### src/rtl/sar_search.sv
// Successive-approximation search engine driving an external comparator; decides one bit per clock, MSB first.
// Optional early termination on an equality flag is enabled by defining SAR_SEARCH_EARLY_EXIT_EN.
module sar_search #(
  parameter int DATA_WIDTH = 8
) (
  input  logic                  clk_i,
  input  logic                  rst_n_i,
  input  logic                  start_i,
  input  logic                  equal_i,
  input  logic                  greater_i,
  input  logic                  lower_i,
  output logic [DATA_WIDTH-1:0] trial_o,
  output logic                  busy_o,
  output logic                  done_o,
  output logic [DATA_WIDTH-1:0] result_o,
  output logic                  exact_o
);

  localparam int IDX_W = (DATA_WIDTH > 1) ? $clog2(DATA_WIDTH) : 1;
  localparam logic [IDX_W-1:0] IDX_TOP = IDX_W'(DATA_WIDTH - 1);
  localparam logic [IDX_W-1:0] IDX_ONE = IDX_W'(1);
  localparam logic [IDX_W-1:0] IDX_ZERO = IDX_W'(0);
  localparam logic [DATA_WIDTH-1:0] MSB_ONE = DATA_WIDTH'(1) << (DATA_WIDTH - 1);
`ifdef SAR_SEARCH_EARLY_EXIT_EN
  localparam logic EARLY_EXIT = 1'b1;
`else
  localparam logic EARLY_EXIT = 1'b0;
`endif

  typedef enum logic [1:0] {
    S_IDLE   = 2'd0,
    S_TRIAL  = 2'd1,
    S_VERIFY = 2'd2
  } state_e;

  state_e                  state_q, state_d;
  logic [DATA_WIDTH-1:0]   trial_q, trial_d;
  logic [IDX_W-1:0]        idx_q, idx_d;
  logic                    exact_q, exact_d;
  logic                    busy_q, busy_d;
  logic                    done_q, done_d;
  logic [DATA_WIDTH-1:0]   result_q, result_d;
  logic                    exact_out_q, exact_out_d;
  logic [DATA_WIDTH-1:0]   bit_mask_s;
  logic [DATA_WIDTH-1:0]   decided_s;

  // Next-state logic: equal beats greater beats lower; no flag at all counts as lower.
  always_comb begin
    state_d     = state_q;
    trial_d     = trial_q;
    idx_d       = idx_q;
    exact_d     = exact_q;
    busy_d      = busy_q;
    done_d      = 1'b0;
    result_d    = result_q;
    exact_out_d = exact_out_q;
    bit_mask_s  = DATA_WIDTH'(1) << idx_q;
    if (equal_i || greater_i) begin
      decided_s = trial_q | bit_mask_s;
    end else begin
      decided_s = trial_q & ~bit_mask_s;
    end
    case (state_q)
      S_IDLE: begin
        if (start_i) begin
          state_d = S_TRIAL;
          trial_d = MSB_ONE;
          idx_d   = IDX_TOP;
          exact_d = 1'b0;
          busy_d  = 1'b1;
        end else begin
          state_d = S_IDLE;
        end
      end
      S_TRIAL: begin
        exact_d = exact_q | equal_i;
        if (EARLY_EXIT && equal_i) begin
          state_d     = S_IDLE;
          result_d    = trial_q;
          exact_out_d = 1'b1;
          done_d      = 1'b1;
          busy_d      = 1'b0;
        end else if (idx_q != IDX_ZERO) begin
          trial_d = decided_s | (bit_mask_s >> 1);
          idx_d   = idx_q - IDX_ONE;
        end else begin
          trial_d = decided_s;
          state_d = S_VERIFY;
        end
      end
      S_VERIFY: begin
        // The final value gets one more compare so an exact match found only here is still reported.
        state_d     = S_IDLE;
        result_d    = trial_q;
        exact_out_d = exact_q | equal_i;
        done_d      = 1'b1;
        busy_d      = 1'b0;
      end
      default: begin
        state_d = S_IDLE;
        busy_d  = 1'b0;
      end
    endcase
  end

  // State and output registers.
  always_ff @(posedge clk_i or negedge rst_n_i) begin
    if (!rst_n_i) begin
      state_q     <= S_IDLE;
      trial_q     <= '0;
      idx_q       <= IDX_ZERO;
      exact_q     <= 1'b0;
      busy_q      <= 1'b0;
      done_q      <= 1'b0;
      result_q    <= '0;
      exact_out_q <= 1'b0;
    end else begin
      state_q     <= state_d;
      trial_q     <= trial_d;
      idx_q       <= idx_d;
      exact_q     <= exact_d;
      busy_q      <= busy_d;
      done_q      <= done_d;
      result_q    <= result_d;
      exact_out_q <= exact_out_d;
    end
  end

  assign trial_o  = trial_q;
  assign busy_o   = busy_q;
  assign done_o   = done_q;
  assign result_o = result_q;
  assign exact_o  = exact_out_q;

endmodule

### config.mk
export PLATFORM = sky130hd
export DESIGN_NAME = sar_search
export DESIGN_NICKNAME = d
export VERILOG_FILES = /design/src/rtl/sar_search.sv
export SDC_FILE = /design/constraint.sdc
export NUM_CORES = 1
export LEC_CHECK = 0
export BUFFER_PORTS_ARGS = -buffer_cell sky130_fd_sc_hd__clkbuf_2
export CORE_MARGIN = 4
export CORE_UTILIZATION = 53
export CTS_CLUSTER_DIAMETER = 150
export DETAILED_ROUTE_END_ITERATION = 12
export PLACE_DENSITY = 0.77
export SETUP_SLACK_MARGIN = 0.1
export SYNTH_ARGS = -nofsm -noshare
export SYNTH_HDL_FRONTEND = slang
export SYNTH_SLANG_ARGS = --single-unit
export TNS_END_PERCENT = 50
### constraint.sdc
create_clock -name clk_i -period 1.8 [get_ports clk_i]
set_input_delay 0.09 -clock clk_i [delete_from_list [all_inputs] [get_ports clk_i]]
set_output_delay 0.09 -clock clk_i [all_outputs]
set_load 0.01 [all_outputs]
==> metrics.md <==
| Metric | Value |
|---|---|
| Outcome | `completed` |
| Max-slew violations | `0` |
| Psw | `around 950 µW` |
| Initial cell density of the core | `about 55%` |
| Startpoint Class | `flop` |
| Minimum clock period | `1590 ps` |
| Pwr Density | `1720 mW/mm²` |
| Latest clock arrival within the worst-skew pair | `320 ps` |
| Yosys reg bits | `25` |
| Max Cap Violations | `0` |
| Final Util | `63.0%` |
| I/O pin total | `25` |
| Syn. warnings | `0` |
| CTS root buffer | `clkbuf_4` |
| Commonest cells after routing, fill and taps aside | `dfrtp_1, clkbuf_2, nand2_1, inv_1, mux2_2` |
| Number of synthesized flops with an enable pin | `0` |
| WL final | `around 2300 µm` |
| Sink Count | `25` |
| Final setup fails | `0` |
| HP Class | `in -> reg` |
| Row cnt | `17` |
| Crit-path max FO | `8` |
| Fin crit share | `between 80% and 90%` |
| Asr flop ratio synth | `between 90% and 100%` |
| Filler cell count | `177` |
| Vias in the first global route | `around 900` |
| GRT busiest layer | `met2` |
| Initial drt markers | `28` |
| Worst-path clk slew | `roughly 140 ps` |
| Die W | `approximately 56 µm` |
| Vias after detailed routing | `between 800 and 900` |
| Mean post-synth cell area | `about 11 µm²` |
| Internal | `between 1000 and 1500 µW` |
| Port bufs | `23` |
| Reg2reg start | `idx_q[0]` |
| Vias per inst | `~5.2` |
| CTS tree | `built` |
| Skew final | `12.7 ps` |
| Arr. time, crit path | `1820 ps` |
| Sequential fraction of the synthesis area | `between 50% and 60%` |
| Antenna cell count | `0` |
| Post-DP HPWL | `roughly 1700 µm` |
| Unrepaired setup endpoints after global routing | `no` |
| Unique cell type count in the Yosys netlist | `29` |
| Crit path kind | `reg -> reg` |
| DRC | `0` |
| Final TNS setup | `0 ps` |
| Cell area after synthesis | `0.00121 mm²` |
| Clock power share | `10.4%` |
| TritonCTS buffer count | `3` |
| Most used DFF post-synth | `dfrtp_1` |
| Grt ovf | `0` |
| CP required | `between 2000 and 2500 ps` |
| Max_slew headroom | `60.6%` |
| CP Launch Point | `idx_q[0]` |
| P&R area growth vs syn | `13.9%` |
| Die area | `0.00312 mm²` |
| Grt met3 use | `3.48%` |
| First-pass GRT wire length | `roughly 4000 µm` |
| Post-synthesis net count | `approximately 120` |
| Final Hold Vio Count | `0` |
| Die Ht | `roughly 56 µm` |
| Post-route antenna net violation count | `0` |
| Core outline area | `between 0.002 and 0.0025 mm²` |
| Drt first pass iters | `4` |
| Hold Crit Start | `greater_i` |
| Sequential share of power | `42.5%` |
| Part of the power in combinational logic | `47.1%` |
| Worst Tran Pin Value | `roughly 590 ps` |
| Peak supply drop | `between 0.9 and 1 mV` |
| Post-Synthesis Cells | `113` |
| Layout cells sized above 1 | `a little under a third` |
| Initial antenna violation count | `0` |
| Clock Path Buffers | `2` |
| FMAX | `approximately 630 MHz` |
| Net count, final | `150` |
| Sw frac | `40.1%` |
| GPL Wtd Cong | `~0.84` |
| Grt met2 use | `between 20% and 30%` |
| Crit end category | `flop` |
| H-tree levels | `1` |
| Global router's overall resource usage | `16.1%` |
| Largest net degree at the start of global routing | `26` |
| Met1 global-route usage | `approximately 21%` |
| Leakage Power | `0.000668 µW` |
| WL per Instance | `13.7 µm` |
| Commonest non-fill, non-tap cell in the layout | `dfrtp_1` |
worst max-delay path, cell delays in order (launching register included):
cell and delay, ps:
dfrtp_1 430, inv_1 150, ha_2 280, inv_1 100, o21ai_1 200, mux2_2 350
state kept, by name, indices dropped and copies added (netlist names):
| name | cells |
|---|---|
| state_q | 2 |
| idx_q | 3 |
| busy_o | 1 |
| exact_o | 1 |
| result_o | 8 |
| done_o | 1 |
| exact_q | 1 |
| trial_o | 8 |
metrics by stage:
stage	instance area, µm²	setup WS [ps]	power (µW)	cells	hold WS [ps]
3_3_place_gp	1340	198	2100	161	118
3_5_place_dp	1340	129	2160	161	129
2_1_floorplan	1210	257	1780	113	-206
6_report	1380	206	2380	166	111
4_1_cts	1380	103	2410	166	95.1
5_1_grt	1380	109	2600	166	110
synth_stat cells, types with 3 or more instances:
library cell / n / area share [%]
a21oi_1: 7 / 2.9
a22oi_1: 3 / 1.9
dfrtp_1: 25 / 52
ha_1: 5 / 5.2
inv_1: 9 / 2.8
mux2_2: 9 / 8.4
nand2_1: 12 / 3.7
nor2_1: 4 / 1.2
o21ai_0: 7 / 2.9
o21ai_1: 4 / 1.7
o311ai_0: 3 / 2.2
area by class of cell:
class / count / area (µm²) / area share [%]
Sequential cell: 25 / 626 / 45.3
Multi-Input combinational cell: 74 / 519 / 37.6
Timing Repair Buffer: 26 / 140 / 10.1
Tap cell: 28 / 35.0 / 2.54
Inverter: 9 / 33.8 / 2.45
Clock buffer: 3 / 22.5 / 1.63
Clock inverter: 1 / 5.00 / 0.362
power by group through the flow:
stage                     Sequential (µW)  Clock [µW]  Combinational, µW
after floorplan                      1050           0                732
after global placement               1010           0               1090
after detailed placement             1030           0               1130
after CTS                            1010         260               1140
after global routing                 1060         286               1260
final                                1010         248               1120
per-layer routing:
| metal | routed length (µm) | vias up | share of wire (%) |
|---|---|---|---|
| li1 | - | 436 | - |
| met1 | 1020 | 404 | 45 |
| met2 | 1090 | 19 | 48 |
| met3 | 107 | 5 | 4.7 |
| met4 | 49 | 0 | 2.2 |
| met5 | 0 | - | 0 |
timing repair:
action	4_1_cts	5_1_grt
buffers inserted	0	0
hold buffers	1	0
resized for setup	0	1
hold endpoints to repair	25	0
setup endpoints to repair	0	3
final timing paths:
path / cells after the start / slack, ps / to
worst min register to register: 1 / 520 / result_o[3]
worst max-delay path: 5 / 210 / idx_q[0]
worst max register to register: 5 / 210 / idx_q[0]
min in group asynchronous: 2 / 280 / result_o[6]
worst min-delay path: 3 / 110 / trial_o[2]
max in group asynchronous: 2 / 1120 / idx_q[2]
cell families (layout without fill, tap and decap cells):
logic type	Yosys count	after routing	synth area share, %
AOI/OAI and AO/OA	28	28	14.1
buffers and inverters	14	39	5.78
muxes	10	10	9.18
and+or+nand+nor	31	31	14.1
DFF	25	25	51.6
adders and majority gates	5	5	5.16
(Power assumes the default switching activity.)
